$ cat src/rtl/adder_bcd_feeder.sv
// -----------------------------------------------------------------------------
// adder_bcd_feeder
//   Upstream stage of the 2-digit seven-segment display driver. Adds two
//   unsigned WIDTH-bit operands plus a carry-in. A sequential shift-add-3
//   (double-dabble) engine then converts the binary sum to two BCD digits.
//   The last result is held steady on o_ones / o_tens so the display never
//   flickers while a new conversion is running.
//
// Parameters
//   WIDTH      operand width, legal range 1..5 (max sum 63 fits two digits)
//
// Ports
//   i_clock    system clock, rising edge
//   i_reset    synchronous, active-high reset
//   i_start    conversion request, only sampled while idle
//   i_op_a     operand A (unsigned, WIDTH bits)
//   i_op_b     operand B (unsigned, WIDTH bits)
//   i_cin      carry-in
//   o_busy     high while a conversion is in progress (SHIFT or DONE)
//   o_done     one-cycle pulse: new o_ones/o_tens/o_sum_bin are valid
//   o_sum_bin  binary sum of the last completed conversion (WIDTH+1 bits)
//   o_ones     BCD units digit of the last sum (display LSD)
//   o_tens     BCD tens digit of the last sum (display MSD)
// -----------------------------------------------------------------------------
module adder_bcd_feeder #(
  parameter int WIDTH = 4
) (
  input  logic             i_clock,
  input  logic             i_reset,
  input  logic             i_start,
  input  logic [WIDTH-1:0] i_op_a,
  input  logic [WIDTH-1:0] i_op_b,
  input  logic             i_cin,
  output logic             o_busy,
  output logic             o_done,
  output logic [WIDTH:0]   o_sum_bin,
  output logic [3:0]       o_ones,
  output logic [3:0]       o_tens
);

  localparam int CW = $clog2(WIDTH + 2);
  localparam logic [CW-1:0] SHIFTS = CW'(WIDTH + 1);

  typedef enum logic [1:0] {
    IDLE  = 2'd0,
    SHIFT = 2'd1,
    DONE  = 2'd2
  } state_t;

  state_t         r_state;
  state_t         w_state_nxt;

  logic [WIDTH:0] r_bin;      // binary value being shifted out MSB first
  logic [WIDTH:0] r_sum;      // captured sum, published in the DONE cycle
  logic [7:0]     r_scratch;  // {tens, ones} BCD accumulator
  logic [CW-1:0]  r_count;    // shifts remaining

  logic [WIDTH:0] w_sum;
  logic [3:0]     w_lo_adj;
  logic [2:0]     w_hi_adj;
  logic [7:0]     w_scratch_nxt;
  logic           w_last;

  // Full-width sum: zero-extend so the carry-out is kept.
  assign w_sum = {1'b0, i_op_a} + {1'b0, i_op_b} + {{WIDTH{1'b0}}, i_cin};

  // Add-3 correction on each nibble that is 5 or more. The tens nibble only
  // needs its low three bits kept: its shifted value must still fit a digit,
  // and with sums below 64 its top bit is always zero after correction.
  assign w_lo_adj = (r_scratch[3:0] >= 4'd5) ? (r_scratch[3:0] + 4'd3)
                                             : r_scratch[3:0];
  assign w_hi_adj = (r_scratch[7:4] >= 4'd5) ? 3'(r_scratch[7:4] + 4'd3)
                                             : r_scratch[6:4];

  assign w_scratch_nxt = {w_hi_adj, w_lo_adj, r_bin[WIDTH]};
  assign w_last        = (r_count == CW'(1));

  // State register
  always_ff @(posedge i_clock) begin
    if (i_reset) r_state <= IDLE;
    else         r_state <= w_state_nxt;
  end

  // Next-state and status outputs
  always_comb begin
    w_state_nxt = r_state;
    o_busy      = 1'b0;
    o_done      = 1'b0;
    case (r_state)
      IDLE: begin
        if (i_start) w_state_nxt = SHIFT;
      end
      SHIFT: begin
        o_busy = 1'b1;
        if (w_last) w_state_nxt = DONE;
      end
      DONE: begin
        o_busy      = 1'b1;
        o_done      = 1'b1;
        w_state_nxt = IDLE;
      end
      default: w_state_nxt = IDLE;
    endcase
  end

  // Conversion datapath and held result
  always_ff @(posedge i_clock) begin
    if (i_reset) begin
      r_bin     <= '0;
      r_sum     <= '0;
      r_scratch <= '0;
      r_count   <= '0;
      o_sum_bin <= '0;
      o_ones    <= '0;
      o_tens    <= '0;
    end else begin
      case (r_state)
        IDLE: begin
          if (i_start) begin
            r_bin     <= w_sum;
            r_sum     <= w_sum;
            r_scratch <= '0;
            r_count   <= SHIFTS;
          end
        end
        SHIFT: begin
          r_scratch <= w_scratch_nxt;
          r_bin     <= {r_bin[WIDTH-1:0], 1'b0};
          r_count   <= r_count - CW'(1);
          // The result registers load on the edge that enters DONE, so the
          // new digits are already on the outputs while o_done is high.
          if (w_last) begin
            o_ones    <= w_scratch_nxt[3:0];
            o_tens    <= w_scratch_nxt[7:4];
            o_sum_bin <= r_sum;
          end
        end
        default: ;
      endcase
    end
  end

endmodule
$ cat config.mk
export PLATFORM = sky130hd
export DESIGN_NAME = adder_bcd_feeder
export DESIGN_NICKNAME = d
export VERILOG_FILES = /design/src/rtl/adder_bcd_feeder.sv
export SDC_FILE = /design/constraint.sdc
export NUM_CORES = 1
export LEC_CHECK = 0
export BUFFER_PORTS_ARGS = -buffer_cell sky130_fd_sc_hd__buf_2
export CAP_MARGIN = 20
export CELL_PAD_IN_SITES_DETAIL_PLACEMENT = 0
export CELL_PAD_IN_SITES_GLOBAL_PLACEMENT = 1
export CORE_MARGIN = 2
export CORE_UTILIZATION = 45
export DETAILED_ROUTE_END_ITERATION = 7
export PLACE_DENSITY = 0.8
export SLEW_MARGIN = 10
export SYNTH_ARGS = -nofsm -noshare
export SYNTH_HDL_FRONTEND = slang
export SYNTH_SLANG_ARGS = --single-unit
$ cat constraint.sdc
create_clock -name i_clock -period 3.77 [get_ports i_clock]
set_input_delay 0.377 -clock i_clock [delete_from_list [all_inputs] [get_ports i_clock]]
set_output_delay 0.377 -clock i_clock [all_outputs]
set_load 0.01 [all_outputs]
==> Yosys cells after proc, flatten, opt, wreduce, memory -nomap -nowiden <==
Cells that the tools add are included.
{ "totals": {"regBits": 36, "latchBits": 0, "ramBits": 0, "mem_bits_ro": 0, "memories": 0} }
{ "op_classes": {"addsub": 5, "n_mul": 0, "div": 0, "order_cmp": 2, "n_eq_ne": 5, "shift": 0, "n_mux": 13, "n_bitwise": 0, "n_reduce_logical": 7} }
{ "op_table": {"columns": ["cell", "count"], "rows": [
  ["$pmux W8 S2", 1],
  ["$pmux W5 S2", 1],
  ["$ge A4 B3 Y1 const B", 2],
  ["$mux W8", 1],
  ["$reduce_and A2 Y1", 4],
  ["$mux W3", 2],
  ["$pmux W3 S2", 1],
  ["$add A4 B4 Y5", 1],
  ["$add A5 B1 Y5", 1],
  ["$mux W5", 1],
  ["$add A4 B2 Y4 const B", 1],
  ["$mux W2", 2],
  ["$mux W4", 1],
  ["$ne A2 B2 Y1 const B", 2],
  ["$pmux W2 S2", 1],
  ["$add A3 B2 Y3 const B", 1],
  ["$eq A3 B1 Y1 const B", 1],
  ["$sub A3 B1 Y3 const B", 1],
  ["$eq A2 B1 Y1 const B", 1],
  ["$eq A2 B2 Y1 const B", 1],
  ["$logic_not A2 Y1", 1],
  ["$mux W1", 2],
  ["$reduce_bool A2 Y1", 1],
  ["$reduce_or A2 Y1", 1]
]} }

==> Depth between registers and ports, before layout <==
{ "depth": {"word_depth": 4, "depth_mapped": 8, "ltp_nobuf": 7} }

==> Least setup slack after synthesis <==
OpenSTA, ideal clock, no wires.
{ "synth_path": {"kind": "input port to flip-flop", "startpoint": "in i_op_a[0]", "endpoint": "reg r_bin[4]", "arrival_time_ns": 1.862, "slack_ns": 1.812, "path_stages": 7, "cell_sequence": "inv_1 -> fa_1 -> fa_1 -> nor2b_1 -> o21ai_0 -> and3_1 -> o41ai_2"} }
{ "synth_via": {"elab_chain_len": 4} }
{ "synth_rtl": {"columns": ["element", "line", "source"], "rows": [
  ["start: declaration", "31", "input logic [WIDTH-1:0] i_op_a,"],
  ["$add A4 B4 Y5", "65", "assign w_sum = {1'b0, i_op_a} + {1'b0, i_op_b} + {{WIDTH{1'b0}}, i_cin};"],
  ["$add A5 B1 Y5", "65", null],
  ["$mux W5", "119", "if (i_start) begin"],
  ["$pmux W5 S2", "117", "case (r_state)"],
  ["end signal: assignment", "120", "r_bin <= w_sum;"],
  ["end signal: assignment", "128", "r_bin <= {r_bin[WIDTH-1:0], 1'b0};"],
  ["end: declaration", "53", "logic [WIDTH:0] r_bin;"]
]} }
No other way between the ends. The select of a mux whose other input is x is not followed.
A chain may end at the register's enable or synchronous reset.

==> Worst setup path in the final report <==
{ "layout_path": {"startpoint": "reg r_state[1]", "endpoint": "reg o_ones[3]"} }
{ "layout_via": {"elab_chain_len": 2} }
{ "layout_rtl": {"columns": ["element", "line", "source"], "rows": [
  ["start: declaration", "50", "state_t r_state;"],
  ["start signal: assignment", "81", "else r_state <= w_state_nxt;"],
  ["$eq A2 B1 Y1", "117", null],
  ["$reduce_and A2 Y1 (no line)", null, null],
  ["end signal: assignment", "133", "o_ones <= w_scratch_nxt[3:0];"],
  ["end: declaration", "37", "output logic [3:0] o_ones,"]
]} }
No other way between the ends.

==> key figures <==
Place
  • Final HPWL DP: 2480 um
  • Placed insts: 275
  • Gpl congestion: 0.740
  • DP Area: 0.00197 mm^2
  • I/O Buffers: 26

Min path
  • Hold crit path type: reg -> reg

Route
  • Routed WL: 3550 um
  • First-pass DRT Iterations: 4
  • Detailed-route via count: 1,467
  • Antenna-violating nets left: 0
  • Number of DRC markers in iteration 0: 67
  • DRC Markers: 0
  • Wire length per cell: 12.5 um
  • Vias/cell: 5.18

Pwr
  • VDD IR-drop max: 267 uV
  • Cell Pwr Density: 434 mW/mm^2
  • LEAKAGE: 0.863 nW

Final layout
  • Diode count: 0
  • Finished Cell Area: 0.00207 mm^2
  • Share of layout cells above drive strength 1: 18.5%
  • Area grow syn2layout: 14.0%
  • Util after Layout: 52.6%
  • Commonest non-fill, non-tap cell in the layout: dfxtp_1
  • Layout Nets: 258
  • Non-filler cells, final: 283
  • Commonest non-fill, non-tap cells in the layout: dfxtp_1, buf_2, nor2_1

Floorplan
  • Rows: 23
  • Initial Utilization: 46.1%
  • Die Y: 67.6 um
  • Chip width: 67.6 um
  • Die area: 0.00457 mm^2
  • IO Pins: 27
  • Core area: 0.00394 mm^2

Yosys
  • Post-Synthesis Cells: 210
  • Syn nets: 236
  • Cell variety after synth: 43
  • Post-synth EDFFs: 0
  • Yosys reg bits: 36
  • Mean post-synth cell area: 8.66 um^2
  • YS warnings: 0
  • Main combinational cell family by area after synthesis: compound AO/OA/AOI/OAI gates
  • Sequential fraction of the synthesis area: 39.6%
  • Fraction of synthesized cell area in xor and xnor cells: 1.93%
  • Synth Cell Area: 0.00182 mm^2
  • Post-synthesis compound-gate area fraction: 20.2%
  • Post-synthesis adder-cell area fraction: 10.5%
  • Post-synthesis mux area share: 2.54%
  • Simple-Gate Fraction of Synth Area: 18.8%
  • Top cells by area, synth: dfxtp_1, ha_1, nor2_1, a21oi_1, nand2_1
  • Asr flop ratio synth: 0%
  • Yosys top cell area share: 39.6%
  • Largest area contributor in the netlist: dfxtp_1
  • Predominant post-synthesis flop cell: dfxtp_1

Timing
  • Post-layout min period: 2220 ps
  • Worst Max-Slew Pin Slew: 1010 ps
  • Slew Viols, Final: 0
  • Hold slack final: 451 ps
  • Final hold vios: 0
  • Final setup vio count: 0
  • Max Freq: 0.451 GHz
  • Slew headroom: 30.8%
  • Final period util: 58.8%
  • TNS Setup: 0 ps
  • RSZ-0062 raised after global routing: no
  • Worst clock skew: 8.21 ps

Global route
  • Vias in the first global route: 1,347
  • Gr usage total: 17.0%
  • Initial antenna violation count: 0
  • First-pass GRT wire length: 5820 um
  • GR Overflow Total: 0
  • Largest net degree at the start of global routing: 44

Setup path
  • Top delay family on crit path: simple AND/OR/NAND/NOR gates
  • Worst-path fanout max: 18
  • Critical path arrival: 2360 ps
  • CP startpoint kind: flip-flop
  • Worst Path Buf+Inv: 1
  • CP cell instances: inv_1 > ha_1 > nand3_1 > a211oi_1 > nor3_1
  • Crit. End Element: flip-flop
  • Flop-to-flop setup slack: 1550 ps
  • Slowest stage delay, CP: 650 ps
  • WP data required: 3920 ps
  • Slowest stage cell, crit path: nand3_1
  • CP Class: reg -> reg

CTS
  • CTS tree: done
  • Inserted Clock Buffers: 5
  • Sink Count: 36
  • Root Buffer: clkbuf_8
  • # H-tree levels: 2
  • Clk_lat worst skew: 280 ps
  • CTS clock-pin slew for the worst setup and hold paths: 70 ps
  • CTS Buffer Depth: 2
  • CTS hold repair buffers: 0
  • Post CTS Setup Buffer Count: 0
  • Post-CTS sizing: 0

Run status
  • Outcome: finished clean

Flow run
  • Max Cap Viol: 0
[cells by family after synthesis]
family,Yosys count
adder cells (fa/ha/maj),14
flip-flops,36
AND/OR/NAND/NOR,70
multiplexers,4
XOR/XNOR,4
AO/OA/AOI/OAI,52
buffers and inverters,30
[power breakdown]
part / total, mW / switching, mW / internal (mW)
Clock: 0.333 / 0.137 / 0.196
Sequential: 0.416 / 0.0131 / 0.403
Combinational: 0.152 / 0.0939 / 0.0585
[per-stage QoR]
stage                     setup WS (ps)  total power [mW]
after detailed placement           1530             0.578
final                              1550             0.901
after global routing               1350             0.951
after global placement             1590             0.577
after CTS                          1540             0.912
after floorplan                    1810             0.541
[state kept, by name (all words and copies together), names as in the netlist]
| register | count |
|---|---|
| o_ones | 4 |
| o_sum_bin | 5 |
| o_tens | 4 |
| r_bin | 5 |
| r_count | 3 |
| r_scratch | 8 |
| r_state | 2 |
| r_sum | 5 |
[final timing paths]
check / from / end / cells after the start
worst max register to register: r_state[1] / o_ones[3] / 5
worst max-delay path: r_state[1] / o_ones[3] / 5
worst min register to register: o_sum_bin[0] / o_sum_bin[0] / 2
worst min-delay path: o_sum_bin[0] / o_sum_bin[0] / 2
[synthesized netlist by cell type (3+ instances only)]
cell      number
dfxtp_1       36
nor2_1        21
nand3b_1       7
nand2_1       20
nor2b_1        3
o32ai_1        3
inv_1         19
o21ai_0        7
nor3_1         6
o31ai_1        4
a21oi_1       15
a211oi_1       8
clkbuf_1       7
ha_1          12
buf_2          3
[worst register-to-register path, delay by kind of cell, from the launching register on]
kind | cells | cell delay, ps
buf+inv | 1 | 90
flops | 1 | 310
fa+ha+maj | 1 | 540
compound gates | 1 | 410
simple gates | 2 | 740
[routing by layer]
| layer | global-route usage [%] | vias to the layer above | share of wire [%] | wire length (um) |
|---|---|---|---|---|
| met2 | 29.7 | 18 | 47 | 1670 |
| met3 | 4.50 | 2 | 2.8 | 99 |
| met4 | 5.36 | 0 | 0.59 | 21 |
| met5 | 0 | - | 0 | 0 |
| met1 | 20.0 | 675 | 50 | 1760 |
| li1 | - | 772 | - | - |
[area by class of cell]
class | count | area (um^2)
Clock buffer | 6 | 72.6
Clock inverter | 2 | 35.0
Fill cell | 376 | 1870
Inverter | 19 | 71.3
Multi-Input combinational cell | 144 | 982
Sequential cell | 36 | 721
Tap cell | 50 | 62.6
Timing Repair Buffer | 26 | 130
Power figures use the tool's default switching activity.
